--- config.mk ---
export PLATFORM = sky130hd
export DESIGN_NAME = id_stage_fifo_flat
export DESIGN_NICKNAME = d
export VERILOG_FILES = /design/src/rtl/id_stage_fifo_if.sv /design/src/rtl/id_stage_fifo.sv /design/src/flat_wrapper.sv
export SDC_FILE = /design/constraint.sdc
export NUM_CORES = 1
export LEC_CHECK = 0
export ABC_AREA = 0
export CORE_ASPECT_RATIO = 1.5
export CORE_MARGIN = 4
export CORE_UTILIZATION = 43
export DETAILED_ROUTE_END_ITERATION = 6
export PLACE_DENSITY = 0.84
export SETUP_SLACK_MARGIN = 0.05
export SLEW_MARGIN = 20
export SYNTH_ARGS = -nofsm -noshare
export SYNTH_HDL_FRONTEND = slang
export SYNTH_SLANG_ARGS = --single-unit
--- constraint.sdc ---
create_clock -name clk -period 8.8 [get_ports clk]
set_input_delay 2.64 -clock clk [delete_from_list [all_inputs] [get_ports clk]]
set_output_delay 2.64 -clock clk [all_outputs]
set_load 0.05 [all_outputs]
--- src/rtl/id_stage_fifo_if.sv ---
// id_stage_fifo_if: valid/ready handshake bundle carrying one decoded entry between decode stages.
interface id_stage_fifo_if #(
   parameter int WIDTH     = 32,
   parameter int ADR_WIDTH = 32,
   parameter int PAYLOAD_W = 64
);
   logic                 valid;
   logic                 ready;
   logic [WIDTH-1:0]     pc;
   logic [PAYLOAD_W-1:0] payload;
   logic [ADR_WIDTH-1:0] pred_adr;
   logic                 branch_jump;
   modport master (output valid, pc, payload, pred_adr, branch_jump, input ready);
   modport slave (input valid, pc, payload, pred_adr, branch_jump, output ready);
endinterface

--- src/rtl/id_stage_fifo.sv ---
// id_stage_fifo: elastic decode-stage buffer with flush; define ID_FIFO_BYPASS_EN for an empty-buffer in->out bypass.
module id_stage_fifo #(
   parameter int WIDTH     = 32,
   parameter int ADR_WIDTH = 32,
   parameter int PAYLOAD_W = 64,
   parameter int DEPTH     = 2
) (
   input  logic                         clk,
   input  logic                         rst_n,
   input  logic                         flush,
   id_stage_fifo_if.slave               up,
   id_stage_fifo_if.master              down,
   output logic [$clog2(DEPTH+1)-1:0]   count
);
   localparam int PW = $clog2(DEPTH);
   localparam int CW = $clog2(DEPTH+1);
   localparam int EW = WIDTH + PAYLOAD_W + ADR_WIDTH + 1;
   logic [EW-1:0] mem [DEPTH];
   logic [EW-1:0] head;
   logic [PW-1:0] rd_ptr, wr_ptr;
   logic          empty, full, byp, push, pop, wr_en, rd_en;
   assign empty = count == '0;
   assign full  = count == CW'(DEPTH);
`ifdef ID_FIFO_BYPASS_EN
   assign byp = empty & !flush;
`else
   assign byp = 1'b0;
`endif
   assign head = mem[rd_ptr];
   assign up.ready   = rst_n & !full;
   assign down.valid = byp ? up.valid & up.ready : !empty & !flush;
   assign {down.pc, down.payload, down.pred_adr, down.branch_jump} =
      byp ? {up.pc, up.payload, up.pred_adr, up.branch_jump} : head;
   assign push  = up.valid & up.ready & !flush;
   assign pop   = down.valid & down.ready;
   // a bypassed entry consumed straight away never touches storage
   assign wr_en = push & !(byp & down.ready);
   assign rd_en = pop & !empty;
   always_ff @(posedge clk)
      if (!rst_n) begin
         rd_ptr <= '0;
         wr_ptr <= '0;
         count  <= '0;
      end else if (flush) begin
         rd_ptr <= wr_ptr;
         count  <= '0;
      end else begin
         if (wr_en) wr_ptr <= wr_ptr + 1'b1;
         if (rd_en) rd_ptr <= rd_ptr + 1'b1;
         count <= count + CW'(wr_en) - CW'(rd_en);
      end
   always_ff @(posedge clk)
      if (wr_en) mem[wr_ptr] <= {up.pc, up.payload, up.pred_adr, up.branch_jump};
endmodule

--- src/flat_wrapper.sv ---
// flat-port wrapper written by rule: the top's interface ports become plain ports
module id_stage_fifo_flat 
#(
   parameter int WIDTH     = 32,
   parameter int ADR_WIDTH = 32,
   parameter int PAYLOAD_W = 64,
   parameter int DEPTH     = 2
)
  (clk, rst_n, flush, count, up_valid, up_pc, up_payload, up_pred_adr, up_branch_jump, up_ready, down_valid, down_pc, down_payload, down_pred_adr, down_branch_jump, down_ready);
  id_stage_fifo_if #(.WIDTH(WIDTH), .ADR_WIDTH(ADR_WIDTH), .PAYLOAD_W(PAYLOAD_W)) up_i ();
  id_stage_fifo_if #(.WIDTH(WIDTH), .ADR_WIDTH(ADR_WIDTH), .PAYLOAD_W(PAYLOAD_W)) down_i ();
  input  logic clk;
  input  logic rst_n;
  input  logic flush;
  output logic [$clog2(DEPTH+1)-1:0] count;
  input wire logic [$bits(up_i.valid)-1:0] up_valid;
  input wire logic [$bits(up_i.pc)-1:0] up_pc;
  input wire logic [$bits(up_i.payload)-1:0] up_payload;
  input wire logic [$bits(up_i.pred_adr)-1:0] up_pred_adr;
  input wire logic [$bits(up_i.branch_jump)-1:0] up_branch_jump;
  output wire logic [$bits(up_i.ready)-1:0] up_ready;
  output wire logic [$bits(down_i.valid)-1:0] down_valid;
  output wire logic [$bits(down_i.pc)-1:0] down_pc;
  output wire logic [$bits(down_i.payload)-1:0] down_payload;
  output wire logic [$bits(down_i.pred_adr)-1:0] down_pred_adr;
  output wire logic [$bits(down_i.branch_jump)-1:0] down_branch_jump;
  input wire logic [$bits(down_i.ready)-1:0] down_ready;
  assign up_i.valid = up_valid;
  assign up_i.pc = up_pc;
  assign up_i.payload = up_payload;
  assign up_i.pred_adr = up_pred_adr;
  assign up_i.branch_jump = up_branch_jump;
  assign up_ready = up_i.ready;
  assign down_valid = down_i.valid;
  assign down_pc = down_i.pc;
  assign down_payload = down_i.payload;
  assign down_pred_adr = down_i.pred_adr;
  assign down_branch_jump = down_i.branch_jump;
  assign down_i.ready = down_ready;
  id_stage_fifo #(.WIDTH(WIDTH), .ADR_WIDTH(ADR_WIDTH), .PAYLOAD_W(PAYLOAD_W), .DEPTH(DEPTH)) u_core (.clk(clk), .rst_n(rst_n), .flush(flush), .up(up_i), .down(down_i), .count(count));
endmodule
==> flow_summary.toml <==
[critical_path]
path_common_cell = "clkdlybuf4s50_1"
worst_setup_path_end_kind = "output pin"
slowest_delay_ps = 790
arrival_ps = 4120
worstSetupPathType = "in2out"
cp_cell_sequence = "clkdlybuf4s50_1, inv_1, and2_2, clkdlybuf4s50_1"
cp.required_ps = 6160
start_kind = "input port"
critical_path.slowest_cell = "clkdlybuf4s50_1"
cp_max_fo = 3

[clock_tree]
cts-buffers-inserted = 25
cts-resized-gates = 0
cts-hold-fix-buffers = 0
clockBufferDepth = 3
clkTransAtPathRegs_ps = 60
clock_latency_ps = 500
h-tree-depth = 1
cts_sinks = 263
postCtsSetupBuffers = 0
cts_tree = "built"
root_buffer = "clkbuf_16"

[placement]
portBuffers = 266
dp_hpwl_mm = 13.2
place_congestion = 0.734

[logic_synthesis]
ys_types = 19
synthCells = 430
synth_fp_nets = 566
synth_warnings = 0
ys_ff_latch = 263
yosysSeqAreaShare_pct = 82.0
post_synth.cell_area_avg_um2 = 22.3
netlist_area_um2 = 9570

[layout]
layout.nets = 851
n_fill_cell = 1567
drive_above_1_share_pct = 23.7
multiInputGateArea_um2 = 1620
area_growth_pct = 39.4
register_area_um2 = 7850

[floorplanning]
core_area_um2 = 21800
num_io_pins = 267
dieWidth_um = 130
dieHeight_um = 191
die_area_um2 = 24800
start_util_pct = 43.9
num_rows = 66

[drt]
ant_nets = 0
drt_wl_total_mm = 20.0
drt-initial-drc-count = 273
routedWlPerCell_um = 19.9
drc = 0
firstDrtPassIters = 6
via_count = 4965
avgViaCountPerCell = 4.95

[grt]
track_usage_pct = 15.4
grt_start_max_net_pins = 83
first_global_vias = 5361
overflow = 0
antenna_found_initial = 1
grt_pass1_wl_mm = 29.4

[power]
p_per_area_nw_per_um2 = 209
power.internal_mw = 2.17
comb_power_share_pct = 12.3
power.leakage_nw = 4.41
pwr-share-seq_pct = 50.7
total_switching_power_uw = 623
swShare_pct = 22.3
ir_drop_mv = 0.140
clock_power_share_pct = 36.9

[timing]
hold_slack_ps = 485
finalMaxSlewViolations = 0
setup_viol = 0
fin_crit_ps = 6760
final_hold_viol_count = 0
fin_worst_skew_ps = 7.91
slew_headroom_pct = 35.5
grt_setup_unrepaired = "no"
worstMarginPinSlew_ps = 967
fin_crit_sh_pct = 76.8
fmax_mhz = 148
finalSetupTns_ps = 0

[min_path]
hold_class = "reg2reg"

[flow_run]
maxCapViolCount = 0

[run_status]
outcome = "completed"
==> cells in the mapped netlist <==
cell        n  area [um2]
mux2_2    129        1450
ha_1        2        25.0
edfxtp_1  258        7750
a211oi_1    3        22.5
buf_2       2        10.0
dfxtp_1     5         100
mux2i_1     1        10.0
or2_1       1        6.26
and3_1      1        6.26
nand2_1     1        3.75
inv_1       3        11.3
buf_4      12        90.1
o21ai_0     1        5.00
and3_4      1        11.3
xnor2_1     2        17.5
nor2b_1     2        12.5
and2_1      4        25.0
nand2b_1    1        6.26
and2_2      1        7.51
==> routing by layer <==
| layer | part of all wire, % | global-route usage (%) | wire [um] | up-vias |
|---|---|---|---|---|
| li1 | - | - | - | 2284 |
| met1 | 35 | 16.2 | 6940 | 2425 |
| met5 | 0 | 0 | 0 | - |
| met2 | 54 | 28.4 | 10800 | 205 |
| met3 | 7.3 | 4.15 | 1470 | 51 |
| met4 | 3.9 | 6.52 | 771 | 0 |
==> area by class of cell <==
cell class                      instances  share of cell area, %
Timing Repair Buffer                  272                   20.4
Clock inverter                          6                  0.581
Antenna cell                            1                 0.0188
Clock buffer                           37                   5.33
Inverter                                3                 0.0844
Tap cell                              272                   2.55
Multi-Input combinational cell        150                   12.2
Sequential cell                       263                   58.8
==> worst max-delay path, delay by kind of cell <==
family | cells | cell delay, ps
buffers and inverters | 3 | 1330
and+or+nand+nor | 1 | 140
==> power groups by stage <==
stage          clock, mW  combinational, mW  sequential [mW]
2_1_floorplan          0              0.200             1.44
3_3_place_gp           0              0.333             1.45
3_5_place_dp           0              0.338             1.45
4_1_cts             1.06              0.340             1.42
5_1_grt             1.12              0.359             1.42
6_report            1.03              0.344             1.42
==> layout by cell type (no fill, tap or decap) <==
cell type          n
inv_1              3
and3_1             1
and2_1             3
dfxtp_1            4
nand2_1            1
o21ai_0            1
nor2b_4            1
clkdlybuf4s50_1  266
a211oi_1           3
xnor2_1            2
buf_16             1
nand2b_1           1
mux2_2           129
bufinv_16          2
clkinv_1           2
mux2i_1            1
diode_2            1
clkinv_2           2
and3_4             1
and2_2             1
clkbuf_1           8
clkbuf_16         25
or2_1              1
edfxtp_1         258
clkbuf_8           4
dfxtp_4            1
ha_1               2
nor2b_1            1
and2_4             1
buf_4              5
==> worst paths after layout <==
path	startpoint	end	slack, ps	cells past startpoint
worst max register to register	u_core.count[0]	u_core.mem[0][109]	6470	4
worst min register to register	u_core.rd_ptr	register	480	1
worst min-delay path	u_core.rd_ptr	register	480	1
worst max-delay path	flush	down_valid	2040	4
==> state kept, by name (all words and copies together), names as in the netlist, named ones only <==
| signal | count |
|---|---|
| u_core.mem | 258 |
| u_core.wr_ptr | 1 |
| u_core.rd_ptr | 1 |
| u_core.count | 2 |
==> logic make-up after synthesis <==
family | share of synthesized area, %
AO/OA/AOI/OAI | 0.288
XOR/XNOR | 0.183
adder cells (fa/ha/maj) | 0.261
buffers and inverters | 1.16
flip-flops | 82.0
multiplexers | 15.3
AND/OR/NAND/NOR | 0.824
==> stage by stage <==
| step | area, um2 | std cells | utilization (%) | setup WS [ps] | total power [mW] |
|---|---|---|---|---|---|
| 2_1_floorplan | 9570 | 430 | - | 1950 | 1.64 |
| 3_3_place_gp | 12500 | 959 | 57.4 | 2060 | 1.78 |
| 3_5_place_dp | 12500 | 959 | 57.4 | 2050 | 1.79 |
| 4_1_cts | 13300 | 1002 | 61.1 | 2040 | 2.82 |
| 5_1_grt | 13300 | 1004 | 61.2 | 2000 | 2.89 |
| 6_report | 13300 | 1004 | 61.2 | 2040 | 2.79 |
Note: power is estimated with default switching activity, not from simulation.
